==> src/rtl/led_breather.sv <==
`default_nettype none
// ============================================================================
// Module   : led_breather
// Purpose  : Breathing-LED sequencer; PWM ramp/hold FSM with a 4-LED red chase.
// Revision : 1.0
// ============================================================================
module led_breather #(
  parameter int PWM_BITS   = 8,
  parameter int STEP_DIV   = 11719,
  parameter int HOLD_STEPS = 64
) (
  input  logic CLK_IN,
  input  logic RST_N,
  input  logic EN,
  output logic GLED5,
  output logic RLED1,
  output logic RLED2,
  output logic RLED3,
  output logic RLED4
);

  localparam int DIV_W  = (STEP_DIV   > 1) ? $clog2(STEP_DIV)   : 1;
  localparam int HOLD_W = (HOLD_STEPS > 1) ? $clog2(HOLD_STEPS) : 1;

  localparam logic [PWM_BITS-1:0] C_MAX       = '1;
  localparam logic [PWM_BITS-1:0] C_ZERO      = '0;
  localparam logic [PWM_BITS-1:0] C_LVL_ONE   = PWM_BITS'(1);
  localparam logic [DIV_W-1:0]    C_DIV_LAST  = DIV_W'(STEP_DIV - 1);
  localparam logic [DIV_W-1:0]    C_DIV_ONE   = DIV_W'(1);
  localparam logic [HOLD_W-1:0]   C_HOLD_LAST = HOLD_W'(HOLD_STEPS - 1);
  localparam logic [HOLD_W-1:0]   C_HOLD_ONE  = HOLD_W'(1);

  typedef enum logic [1:0] {
    RISE    = 2'd0,
    HOLD_HI = 2'd1,
    FALL    = 2'd2,
    HOLD_LO = 2'd3
  } state_t;

  logic [DIV_W-1:0]    r_div_cnt;
  logic [PWM_BITS-1:0] r_pwm_cnt;
  logic [PWM_BITS-1:0] r_level;
  logic [HOLD_W-1:0]   r_hold_cnt;
  logic [1:0]          r_idx;
  state_t              r_state;
  logic [3:0]          r_red;
  logic                r_green;

  logic                w_step;
  state_t              w_state_nxt;
  logic [PWM_BITS-1:0] w_level_nxt;
  logic [HOLD_W-1:0]   w_hold_nxt;
  logic [1:0]          w_idx_nxt;
  logic                w_pwm_on;
  logic [3:0]          w_red_nxt;

  assign w_step = EN && (r_div_cnt == C_DIV_LAST);

  // Prescaler and PWM counter both freeze while EN is low.
  always_ff @(posedge CLK_IN or negedge RST_N) begin
    if (!RST_N) begin
      r_div_cnt <= '0;
      r_pwm_cnt <= '0;
    end else if (EN) begin
      r_div_cnt <= w_step ? '0 : r_div_cnt + C_DIV_ONE;
      r_pwm_cnt <= r_pwm_cnt + C_LVL_ONE;
    end
  end

  always_ff @(posedge CLK_IN or negedge RST_N) begin
    if (!RST_N) begin
      r_state    <= RISE;
      r_level    <= '0;
      r_hold_cnt <= '0;
      r_idx      <= '0;
    end else begin
      r_state    <= w_state_nxt;
      r_level    <= w_level_nxt;
      r_hold_cnt <= w_hold_nxt;
      r_idx      <= w_idx_nxt;
    end
  end

  always_comb begin
    w_state_nxt = r_state;
    w_level_nxt = r_level;
    w_hold_nxt  = r_hold_cnt;
    w_idx_nxt   = r_idx;
    if (w_step) begin
      unique case (r_state)
        RISE: begin
          // Saturate at MAX; the level never wraps.
          if (r_level != C_MAX) w_level_nxt = r_level + C_LVL_ONE;
          if (r_level >= C_MAX - C_LVL_ONE) begin
            w_state_nxt = HOLD_HI;
            w_hold_nxt  = '0;
          end
        end
        HOLD_HI: begin
          if (r_hold_cnt == C_HOLD_LAST) begin
            w_state_nxt = FALL;
            w_hold_nxt  = '0;
          end else begin
            w_hold_nxt = r_hold_cnt + C_HOLD_ONE;
          end
        end
        FALL: begin
          if (r_level != C_ZERO) w_level_nxt = r_level - C_LVL_ONE;
          if (r_level <= C_LVL_ONE) begin
            w_state_nxt = HOLD_LO;
            w_hold_nxt  = '0;
          end
        end
        HOLD_LO: begin
          if (r_hold_cnt == C_HOLD_LAST) begin
            w_state_nxt = RISE;
            w_hold_nxt  = '0;
            w_idx_nxt   = r_idx + 2'd1;
          end else begin
            w_hold_nxt = r_hold_cnt + C_HOLD_ONE;
          end
        end
        default: w_state_nxt = RISE;
      endcase
    end
  end

  assign w_pwm_on = (r_pwm_cnt < r_level);

  always_comb begin
    w_red_nxt = '0;
    for (int k = 0; k < 4; k++) begin
      w_red_nxt[k] = EN && w_pwm_on && (r_idx == 2'(k));
    end
  end

  always_ff @(posedge CLK_IN or negedge RST_N) begin
    if (!RST_N) begin
      r_red   <= '0;
      r_green <= 1'b0;
    end else begin
      r_red   <= w_red_nxt;
      r_green <= EN && (r_state == HOLD_HI);
    end
  end

  assign RLED1 = r_red[0];
  assign RLED2 = r_red[1];
  assign RLED3 = r_red[2];
  assign RLED4 = r_red[3];
  assign GLED5 = r_green;

endmodule
`default_nettype wire

==> config.mk <==
export PLATFORM = sky130hd
export DESIGN_NAME = led_breather
export DESIGN_NICKNAME = d
export VERILOG_FILES = /design/src/rtl/led_breather.sv
export SDC_FILE = /design/constraint.sdc
export NUM_CORES = 1
export LEC_CHECK = 0
export ABC_AREA = 1
export BUFFER_PORTS_ARGS = -buffer_cell sky130_fd_sc_hd__buf_4
export CAP_MARGIN = 20
export CORE_UTILIZATION = 50
export DETAILED_ROUTE_END_ITERATION = 12
export PLACE_DENSITY = 0.66
export SLEW_MARGIN = 20
export SYNTH_ARGS = -nofsm -noshare
export SYNTH_HDL_FRONTEND = slang
export SYNTH_SLANG_ARGS = --single-unit
==> constraint.sdc <==
create_clock -name CLK_IN -period 4.35 [get_ports CLK_IN]
set_input_delay 1.0875 -clock CLK_IN [delete_from_list [all_inputs] [get_ports CLK_IN]]
set_output_delay 1.0875 -clock CLK_IN [all_outputs]
set_load 0.02 [all_outputs]
==> run_results.csv, run 1 <==
group,metric,value,unit
sta,finalSetupTns,0,ps
clock_network,cts_tree,"built",
power_and_ir_drop,p_leak,1.71,nW
sta,rsz0062_at_grt,"no",
floorplan,core_area,0.00564,sq mm
sta,relSlewSlack,0.612,
sta,fmax,511,MHz
clock_network,cts_buffers,5,
clock_network,htree_levels,2,
route,drt-total-wl,6130,microns
synth,synth-edff-count,0,
floorplan,fp.dieW,79.5,microns
clock_network,cts_buffer_depth,2,
place,numPortBuffers,7,
route,drtAntennaViolNets,0,
synth,syn-num-nets,444,
sta,finalMaxSlewViolations,0,
sta,fin_crit,1960,ps
final_layout,diodes,0,
run_status,status,"complete, no violations",
final_layout,drive_gt1_frac,0.0748,
synth,synth_area_per_cell,7.21,sq um
run,maxCapViolations,0,
critical_path,cp_data_required_time,4540,ps
route,drc,0,
final_layout,fillers,567,
critical_path,slowest_stage,"nand4_2",
synth,synth_area,0.00301,sq mm
clock_network,cts.sinks,45,
sta,setup_violations,0,
critical_path,cp_data_arrival_time,2150,ps
sta,max_slew.worst_pin.slew,583,ps
global_route,grtUsageTotal,0.223,
route,wl_per_cell,12.3,microns
critical_path,crit_path_frequent_cell,"nand2_1",
floorplan,start_util,0.533,
synth,ys_seq_area_frac,0.375,
route,vias_per_cell,5.07,
global_route,antenna_found_initial,0,
synth,ys_ff_latch,45,
clock_network,clkTransAtPathRegs,90,ps
final_layout,synthToLayoutAreaGrowth,6.57,%
place,gp_congestion,0.835,
clock_network,cts_hold_buffers,0,
critical_path,rrSetupSlack,2500,ps
sta,skew,7.94,ps
clock_network,cts-resized-gates,0,
sta,fin_crit_sh,0.450,
synth,yosysWarnings,0,
floorplan,io_pins,8,
clock_network,postCtsSetupBuffers,0,
critical_path,path_class,"in -> reg",
global_route,grt_max_degree,46,
floorplan,core.rowCount,27,
critical_path,cp-start-kind,"input pin",
power_and_ir_drop,cellPowerDensity,345,mW/mm^2
critical_path,critical_path.endpoint_type,"register",
floorplan,die_area,0.00633,sq mm
critical_path,cpPeakStageDelay,200,ps
clock_network,root_buffer,"clkbuf_8",
min_path,hold_depth,2,
final_layout,design_area,0.00320,sq mm
route,vias,2535,
floorplan,die_h,79.5,microns
synth,netlist_instances,417,
global_route,grt-ovfl-total,0,
synth,ys.flop_type,"dfrtp_1",
synth,async_flop_share,1.00,
final_layout,fin_nets,454,
route,firstDrtPassIters,4,
critical_path,reg2regPathDepth,11,
route,first_iter_violations,122,
place,postPlaceCellArea,0.00312,sq mm
critical_path,path_buf_inv,1,
sta,finalHoldViolations,0,
synth,netlist-cell-type-count,27,
global_route,grt_pass1_vias,2496,
clock_network,clk_latency,300,ps
min_path,hold_path_class,"reg -> reg",
critical_path,cp.depth,8,
critical_path,cp_max_fo,16,
critical_path,cp_top_family,"simple AND/OR/NAND/NOR gates",
power_and_ir_drop,peakVddDrop,237,uV
place,dpl.hpwl,4560,microns
global_route,grt_pass1_wl,11200,microns
critical_path,crit_path_cell_trace,"buf_4 > nand2_1 > nor2_2 > nand2_1 > nor2_4 > nand4_2 > nand2_1 > nand2_1",
-- sequential cells by signal, summed over array words and instances, names as in the netlist --
signal,flops
GLED5,1
r_idx,2
r_red,4
r_level,8
r_hold_cnt,6
r_state,2
r_div_cnt,14
r_pwm_cnt,8
-- area by class of cell --
| cell class | count | area [sq um] | share of cell area |
|---|---|---|---|
| Clock inverter | 3 | 17.5 | 0.00547 |
| Sequential cell | 45 | 1130 | 0.351 |
| Multi-Input combinational cell | 314 | 1650 | 0.514 |
| Tap cell | 72 | 90.1 | 0.0281 |
| Clock buffer | 5 | 68.8 | 0.0215 |
| Timing Repair Buffer | 7 | 52.6 | 0.0164 |
| Inverter | 54 | 203 | 0.0633 |
-- kinds of logic (layout without fill, tap and decap cells) --
group,count (synthesis),in the layout,synth area share
buf+inv,58,69,0.0778
xor+xnor,17,17,0.0495
compound gates,22,22,0.0383
fa+ha+maj,24,24,0.0999
flops,45,45,0.375
simple gates,251,251,0.360
-- final timing paths --
kind | startpoint | to
min in group asynchronous | RST_N | r_div_cnt[6]$_DFFE_PN0P_
min | r_hold_cnt[1]$_DFFE_PN0P_ | r_hold_cnt[1]$_DFFE_PN0P_
max | EN | r_level[0]$_DFFE_PN0P_
max reg2reg | r_level[0]$_DFFE_PN0P_ | r_hold_cnt[3]$_DFFE_PN0P_
min reg2reg | r_hold_cnt[1]$_DFFE_PN0P_ | r_hold_cnt[1]$_DFFE_PN0P_
max in group asynchronous | RST_N | r_pwm_cnt[7]$_DFFE_PN0P_
-- cells in the mapped netlist (4+ instances only) --
cell type | count | area (sq um)
nor2_4 | 4 | 45.0
nand2_2 | 5 | 31.3
nand3_1 | 26 | 130
a21oi_1 | 7 | 35.0
nand2_1 | 139 | 522
o21ai_0 | 11 | 55.1
xor2_1 | 14 | 123
dfrtp_1 | 45 | 1130
inv_1 | 50 | 188
nand4_1 | 11 | 68.8
nor2_1 | 52 | 195
ha_1 | 24 | 300
nor3_1 | 6 | 30.0
-- report_power, final --
part	internal, mW	total, mW	switching, mW	leakage, nW
Clock	0.111	0.260	0.149	0.0439
Combinational	0.108	0.279	0.171	1.09
Sequential	0.488	0.565	0.0770	0.580
Total	0.707	1.10	0.397	1.71
-- worst reg2reg max path, stage by stage, from the launching register on --
cell     delay [ps]
dfrtp_1         470
inv_1           220
ha_1            290
nor2_1           70
nor2_1          130
nand2_1          90
nand2_2          90
nand2_2          90
inv_2            60
nand2_2         100
nand2_1          80
nand2_1          50
-- stage by stage --
stage,power (mW),setup slack [ps],util,hold WS (ps),cells
after floorplan,0.769,2360,-,462,417
after CTS,1.11,2400,0.568,527,500
after global placement,0.842,2140,0.553,488,492
final,1.10,2390,0.568,524,500
after global routing,1.18,2230,0.568,556,500
after detailed placement,0.851,2080,0.553,498,492
-- layer usage --
layer  track usage  part of all wire  routed length [microns]  vias to the layer above
met5             0                 0                        0                        -
met4        0.0455            0.0078                       48                        0
met3        0.0354             0.024                      146                        5
met2         0.386              0.46                     2830                       37
met1         0.292              0.51                     3110                     1171
li1              -                 -                        -                     1322
-- cell usage in the layout (no fill, tap or decap) --
| cell type | netlist | final |
|---|---|---|
| nand4_2 | 1 | 1 |
| clkbuf_8 | 0 | 5 |
| nor2_2 | 2 | 2 |
| xnor2_1 | 3 | 3 |
| nor3_1 | 6 | 6 |
| o31ai_1 | 1 | 1 |
| nor2_4 | 4 | 4 |
| clkinv_2 | 0 | 2 |
| nand3_1 | 26 | 26 |
| buf_4 | 2 | 7 |
| nor2_1 | 52 | 52 |
| clkinvlp_4 | 0 | 1 |
| ha_1 | 24 | 24 |
| nand3b_1 | 1 | 1 |
| or2_2 | 2 | 2 |
| nand4_1 | 11 | 11 |
| a31oi_1 | 2 | 2 |
| xor2_1 | 14 | 14 |
| nand2_1 | 139 | 139 |
| nor3b_1 | 2 | 2 |
| inv_2 | 3 | 3 |
| nand2_2 | 5 | 5 |
| dfrtp_1 | 45 | 45 |
| a21oi_1 | 7 | 7 |
| clkinv_1 | 1 | 1 |
| o21ai_1 | 1 | 1 |
| o21ai_0 | 11 | 11 |
| inv_1 | 50 | 50 |
No activity file was read; power rests on OpenSTA's default activity.
==> run 2, diff against run 1 <==
--- a/config.mk
+++ b/config.mk
@@ -10,7 +10,7 @@
 export CAP_MARGIN = 20
 export CORE_UTILIZATION = 50
 export DETAILED_ROUTE_END_ITERATION = 12
-export PLACE_DENSITY = 0.66
+export PLACE_DENSITY = 0.69
 export SLEW_MARGIN = 20
 export SYNTH_ARGS = -nofsm -noshare
 export SYNTH_HDL_FRONTEND = slang
==> constraint.sdc (replaced) <==
create_clock -name CLK_IN -period 1.7 [get_ports CLK_IN]
set_input_delay 0.425 -clock CLK_IN [delete_from_list [all_inputs] [get_ports CLK_IN]]
set_output_delay 0.425 -clock CLK_IN [all_outputs]
set_load 0.02 [all_outputs]
==> run 2 against run 1 <==
  * Clock-buffer cell count is the same
  * Clock power rose to 3.1 times the previous value
  * Cell count is 2.4% higher
  * Sequential power grew to 2.6 times the previous value
  * Worst setup slack worse by 2300 ps
  * Clock skew up 4.5 ps
  * Sequential share of layout area fell by 1.9 points
  * Via count is 3.2% higher
  * Die area unchanged
  * Highest routed layer unchanged
==> run_results.csv, run 2 (same netlist as run 1, synthesis figures left out) <==
group,metric,value,unit
route,drc,0,
clock_network,htree_levels,2,
place,gp_congestion,0.829,
place,postPlaceCellArea,0.00320,sq mm
place,dpl.hpwl,4680,microns
clock_network,root_buffer,"clkbuf_8",
clock_network,cts.sinks,45,
sta,skew,12.5,ps
final_layout,largest-register,"r_div_cnt",
clock_network,clk_latency,310,ps
floorplan,core_area,0.00564,sq mm
route,firstDrtPassIters,4,
power_and_ir_drop,peakVddDrop,645,uV
route,drtAntennaViolNets,0,
final_layout,drive_gt1_frac,0.141,
floorplan,core.rowCount,27,
critical_path,cp_max_fo,7,
clock_network,clkTransAtPathRegs,90,ps
sta,relSlewSlack,0.624,
clock_network,cts_buffers,5,
place,dp.cells,503,
sta,finalSetupTns,0,ps
sta,fin_crit,1610,ps
clock_network,cts_buffer_depth,2,
route,wl_per_cell,12.6,microns
final_layout,reg_top3,"r_div_cnt x14, r_level x8, r_pwm_cnt x8",
sta,finalHoldViolations,0,
global_route,grtUsageTotal,0.223,
global_route,grt-ovfl-total,0,
sta,holdWs,105,ps
critical_path,path_class,"reg -> reg",
min_path,hold_path_class,"in -> async",
clock_network,cts_tree,"built",
final_layout,final_cells,512,
sta,finalMaxSlewViolations,0,
floorplan,die_area,0.00633,sq mm
final_layout,fillers,533,
power_and_ir_drop,p_leak,1.79,nW
global_route,grt_pass1_vias,2457,
route,vias,2617,
global_route,grt_max_degree,46,
final_layout,final_common_cell,"nand2_1",
global_route,antenna_found_initial,0,
final_layout,fin_nets,467,
sta,setup_violations,0,
route,vias_per_cell,5.11,
final_layout,final_util,0.601,
floorplan,fp.dieW,79.5,microns
floorplan,io_pins,8,
final_layout,design_area,0.00339,sq mm
final_layout,final_cell_mix,"136 x nand2_1, 49 x nor2_1, 45 x inv_1",
route,first_iter_violations,150,
sta,fin_crit_sh,0.949,
power_and_ir_drop,cellPowerDensity,886,mW/mm^2
floorplan,die_h,79.5,microns
route,drt-total-wl,6450,microns
critical_path,cp_data_required_time,1900,ps
floorplan,start_util,0.533,
run,maxCapViolations,0,
final_layout,largest_reg_flops,14,
critical_path,cp-start-kind,"register",
critical_path,cp_data_arrival_time,1820,ps
critical_path,critical_path.endpoint_type,"register",
global_route,grt_pass1_wl,11000,microns
sta,max_slew.worst_pin.slew,564,ps
run_status,status,"complete, no violations",
sta,fmax,620,MHz
final_layout,diodes,0,
place,numPortBuffers,7,
final_layout,synthToLayoutAreaGrowth,12.9,%
-- run 2: layout make-up --
cell class / count / area [sq um] / area share
repair buffers: 20 / 150 / 0.0442
well taps: 72 / 90.1 / 0.0265
clock inverters: 2 / 35.0 / 0.0103
multi-input cells: 314 / 1720 / 0.506
inverters: 54 / 205 / 0.0605
clock buffers: 5 / 68.8 / 0.0203
flip-flops and latches: 45 / 1130 / 0.333
-- run 2: final timing paths --
kind / from / depth (start not counted) / slack (ps) / to
worst min-delay path: RST_N / 1 / 110 / r_div_cnt[3]$_DFFE_PN0P_
max in group asynchronous: RST_N / 1 / 1170 / r_level[1]$_DFFE_PN0P_
min in group CLK_IN: EN / 2 / 420 / r_div_cnt[12]$_DFFE_PN0P_
worst max-delay path: r_state[0]$_DFFE_PN0P_ / 7 / 90 / r_level[7]$_DFFE_PN0P_
worst max register to register: r_state[0]$_DFFE_PN0P_ / 7 / 90 / r_level[7]$_DFFE_PN0P_
worst min register to register: r_hold_cnt[1]$_DFFE_PN0P_ / 2 / 520 / r_hold_cnt[1]$_DFFE_PN0P_
-- run 2: metrics by stage --
| stage | power (mW) | setup WS, ps |
|---|---|---|
| final | 3.01 | 86.4 |
| after floorplan | 1.97 | 196 |
| after global placement | 2.15 | 89.5 |
| after detailed placement | 2.19 | 49.8 |
| after CTS | 3.00 | 2.86 |
| after global routing | 3.23 | -43.0 |
-- run 2: report_power, final --
part	switching, mW	internal (mW)	total [mW]
Clock	0.380	0.428	0.808
Sequential	0.200	1.25	1.45
Combinational	0.445	0.306	0.750
-- run 2: worst max-delay path, stage by stage (launching register included) --
cell and delay, ps:
dfrtp_1 430, inv_1 150, ha_4 210, nand3_1 100, o21ai_0 370, nand3_1 130
nand2_1 70, nand2_1 50
-- run 2: what timing repair did --
item	CTS	global route
hold buffers	0	0
setup buffers	0	2
setup endpoints to repair	0	23
gates resized for setup	0	22
-- run 2: routing by layer --
layer,global-route usage,up-vias,part of all wire
met5,0,-,0
met4,0.0673,0,0.011
met3,0.0400,7,0.027
met2,0.385,33,0.48
met1,0.282,1228,0.48
li1,-,1349,-
==> run 3, diff against run 2 <==
--- a/config.mk
+++ b/config.mk
@@ -6,12 +6,14 @@
 export NUM_CORES = 1
 export LEC_CHECK = 0
 export ABC_AREA = 1
-export BUFFER_PORTS_ARGS = -buffer_cell sky130_fd_sc_hd__buf_4
 export CAP_MARGIN = 20
 export CORE_UTILIZATION = 50
+export CTS_CLUSTER_SIZE = 24
 export DETAILED_ROUTE_END_ITERATION = 12
-export PLACE_DENSITY = 0.69
+export DONT_BUFFER_PORTS = 1
+export PLACE_DENSITY = 0.68
 export SLEW_MARGIN = 20
 export SYNTH_ARGS = -nofsm -noshare
 export SYNTH_HDL_FRONTEND = slang
 export SYNTH_SLANG_ARGS = --single-unit
+export TNS_END_PERCENT = 1
==> run 3 against run 2 <==
  * Wire length fell by 5.9%
  * Critical endpoint is now r_hold_cnt[2]$_DFFE_PN0P_
  * Non-clock buffer count is 10 lower
  * Die area unchanged
==> run_results.csv, run 3 (same netlist as run 1, synthesis figures left out) <==
group,metric,value,unit
clock_network,postCtsSetupBuffers,0,
global_route,grt-ovfl-total,0,
final_layout,regArea,0.00113,sq mm
critical_path,cp-endpoint,"r_hold_cnt[2]$_DFFE_PN0P_",
sta,max_slew.worst_pin.slew,335,ps
global_route,grt_max_degree,46,
critical_path,cp-start-kind,"register",
route,wl_per_cell,12.1,microns
place,dp_slack,93.7,ps
global_route,grt_pass1_wl,10500,microns
power_and_ir_drop,p_int,1.82,mW
floorplan,io_pins,8,
critical_path,cpPeakStageDelay,460,ps
critical_path,cp-startpoint,"r_level[1]$_DFFE_PN0P_",
critical_path,cp.depth,11,
critical_path,r2r-start,"r_level[1]$_DFFE_PN0P_",
route,firstDrtPassIters,4,
sta,holdWs,202,ps
clock_network,cts_buffer_depth,2,
critical_path,cp_data_arrival_time,1830,ps
floorplan,start_util,0.533,
power_and_ir_drop,cellPowerDensity,863,mW/mm^2
critical_path,reg2regPathDepth,11,
global_route,grtUsageTotal,0.214,
min_path,hold_path_class,"in -> reg",
route,first_iter_violations,201,
floorplan,die_h,79.5,microns
floorplan,die_area,0.00633,sq mm
global_route,grt_pass1_vias,2354,
power_and_ir_drop,power_switching,1.02,mW
clock_network,cts.sinks,45,
floorplan,fp.dieW,79.5,microns
critical_path,crit_path_cell_trace,"buf_4 > ha_1 > nor2_1 > nor2_1 > nand2_1 > nand2_2 > nand2_2 > inv_2 > nand2_2 > nand2_1 > nand2_1",
critical_path,cp_max_fo,6,
place,numPortBuffers,0,
power_and_ir_drop,seq_power_share,0.513,
critical_path,cp_data_required_time,1950,ps
clock_network,clkTransAtPathRegs,90,ps
sta,fmax,631,MHz
sta,relSlewSlack,0.776,
critical_path,rr_endpoint,"r_hold_cnt[2]$_DFFE_PN0P_",
sta,rsz0062_at_grt,"yes",
route,vias_per_cell,5.02,
floorplan,core_area,0.00564,sq mm
place,dpl.hpwl,4390,microns
route,drtAntennaViolNets,0,
critical_path,slowest_stage,"dfrtp_2",
sta,skew,9.40,ps
critical_path,cp_top_family,"simple AND/OR/NAND/NOR gates",
final_layout,reg_top3,"r_div_cnt x14, r_level x8, r_pwm_cnt x8",
final_layout,drive_gt1_frac,0.104,
route,drc,0,
sta,layout_setup_ws,116,ps
critical_path,path_class,"reg -> reg",
sta,finalHoldViolations,0,
power_and_ir_drop,peakVddDrop,655,uV
final_layout,diodes,0,
final_layout,multi_input_area,0.00168,sq mm
sta,finalMaxSlewViolations,0,
power_and_ir_drop,p_comb_frac,0.248,
final_layout,synthToLayoutAreaGrowth,9.45,%
final_layout,final_cells,503,
sta,fin_crit_sh,0.932,
route,met2_length,2900,microns
power_and_ir_drop,pwr-share-clk,0.239,
final_layout,largest_reg_flops,14,
sta,fin_crit,1580,ps
route,wl_met3,132,microns
clock_network,cts_buffers,5,
clock_network,root_buffer,"clkbuf_8",
final_layout,fin_nets,457,
route,wl_met1,3010,microns
place,dp.cells,493,
clock_network,clk_latency,300,ps
global_route,antenna_found_initial,0,
critical_path,path_buf_inv,2,
critical_path,rrSetupSlack,120,ps
final_layout,largest-register,"r_div_cnt",
floorplan,core.rowCount,27,
clock_network,htree_levels,2,
power_and_ir_drop,swShare,0.359,
critical_path,critical_path.endpoint_type,"register",
power_and_ir_drop,p_leak,1.73,nW
sta,setup_violations,0,
final_layout,final_cell_mix,"137 x nand2_1, 51 x nor2_1, 48 x inv_1",
route,vias,2526,
run_status,status,"complete, no violations",
final_layout,fillers,491,
route,routed.top_layer,"met4",
clock_network,cts_tree,"built",
final_layout,final_common_cell,"nand2_1",
place,gp_congestion,0.819,
min_path,hold_depth,1,
run,maxCapViolations,0,
route,drt-total-wl,6070,microns
[run 3: cell count changes in the layout (fill, tap and decap cells not counted), sizes merged]
cell         change
clkinvlp         +1
dlygate4sd3      +1
buf             -11
inv              +1
bufinv           -1
[run 3: worst min-delay path by stage]
| stage | to | from | slack, ps |
|---|---|---|---|
| 3_5_place_dp | r_div_cnt[4]$_DFFE_PN0P_ | RST_N | 130 |
| 4_1_cts | r_pwm_cnt[0]$_DFFE_PN0P_ | EN | 190 |
| 2_1_floorplan | GLED5$_DFF_PN0_ | RST_N | 130 |
| 3_3_place_gp | r_div_cnt[5]$_DFFE_PN0P_ | RST_N | 130 |
| 5_1_grt | r_pwm_cnt[0]$_DFFE_PN0P_ | EN | 190 |
| 6_report | r_pwm_cnt[0]$_DFFE_PN0P_ | EN | 200 |
[run 3: metrics by stage]
step / utilization / cell area (sq um) / TNS, ps / total power, mW
6_report: 0.583 / 3290 / 0 / 2.84
5_1_grt: 0.583 / 3290 / -55.3 / 3.07
4_1_cts: 0.577 / 3250 / 0 / 2.86
3_5_place_dp: 0.554 / 3130 / 0 / 2.13
3_3_place_gp: 0.554 / 3130 / 0 / 2.10
2_1_floorplan: - / 3010 / 0 / 1.97
[run 3: cell type report]
cell class,instances,share of cell area
sequential,45,0.343
clock buffer,5,0.0209
timing repair buffer,10,0.0297
multi-input combinational,314,0.511
tap,72,0.0274
clock inverter,3,0.00646
inverter,54,0.0616
[run 3: power groups by stage]
stage | combinational (mW) | clock (mW) | sequential [mW]
final | 0.705 | 0.680 | 1.46
after global routing | 0.826 | 0.751 | 1.49
after CTS | 0.693 | 0.713 | 1.46
after detailed placement | 0.658 | 0 | 1.47
after global placement | 0.633 | 0 | 1.47
after floorplan | 0.549 | 0 | 1.42
[run 3: worst register-to-register path, delay by kind of cell (launching register included)]
family                     cells  cell delay (ps)
and+or+nand+nor                8              700
DFF                            1              460
buffers and inverters          2              190
adders and majority gates      1              160
[run 3: metal layers]
metal  vias up  GRT usage
met4         0     0.0655
li1       1327          -
met1      1171      0.285
met3         4     0.0377
met5         -          0
met2        24      0.351
[run 3: timing repair]
action,4_1_cts,5_1_grt
hold endpoints to repair,45,0
hold buffers,2,0
endpoints found under the setup margin,0,23
gates resized for setup,0,12
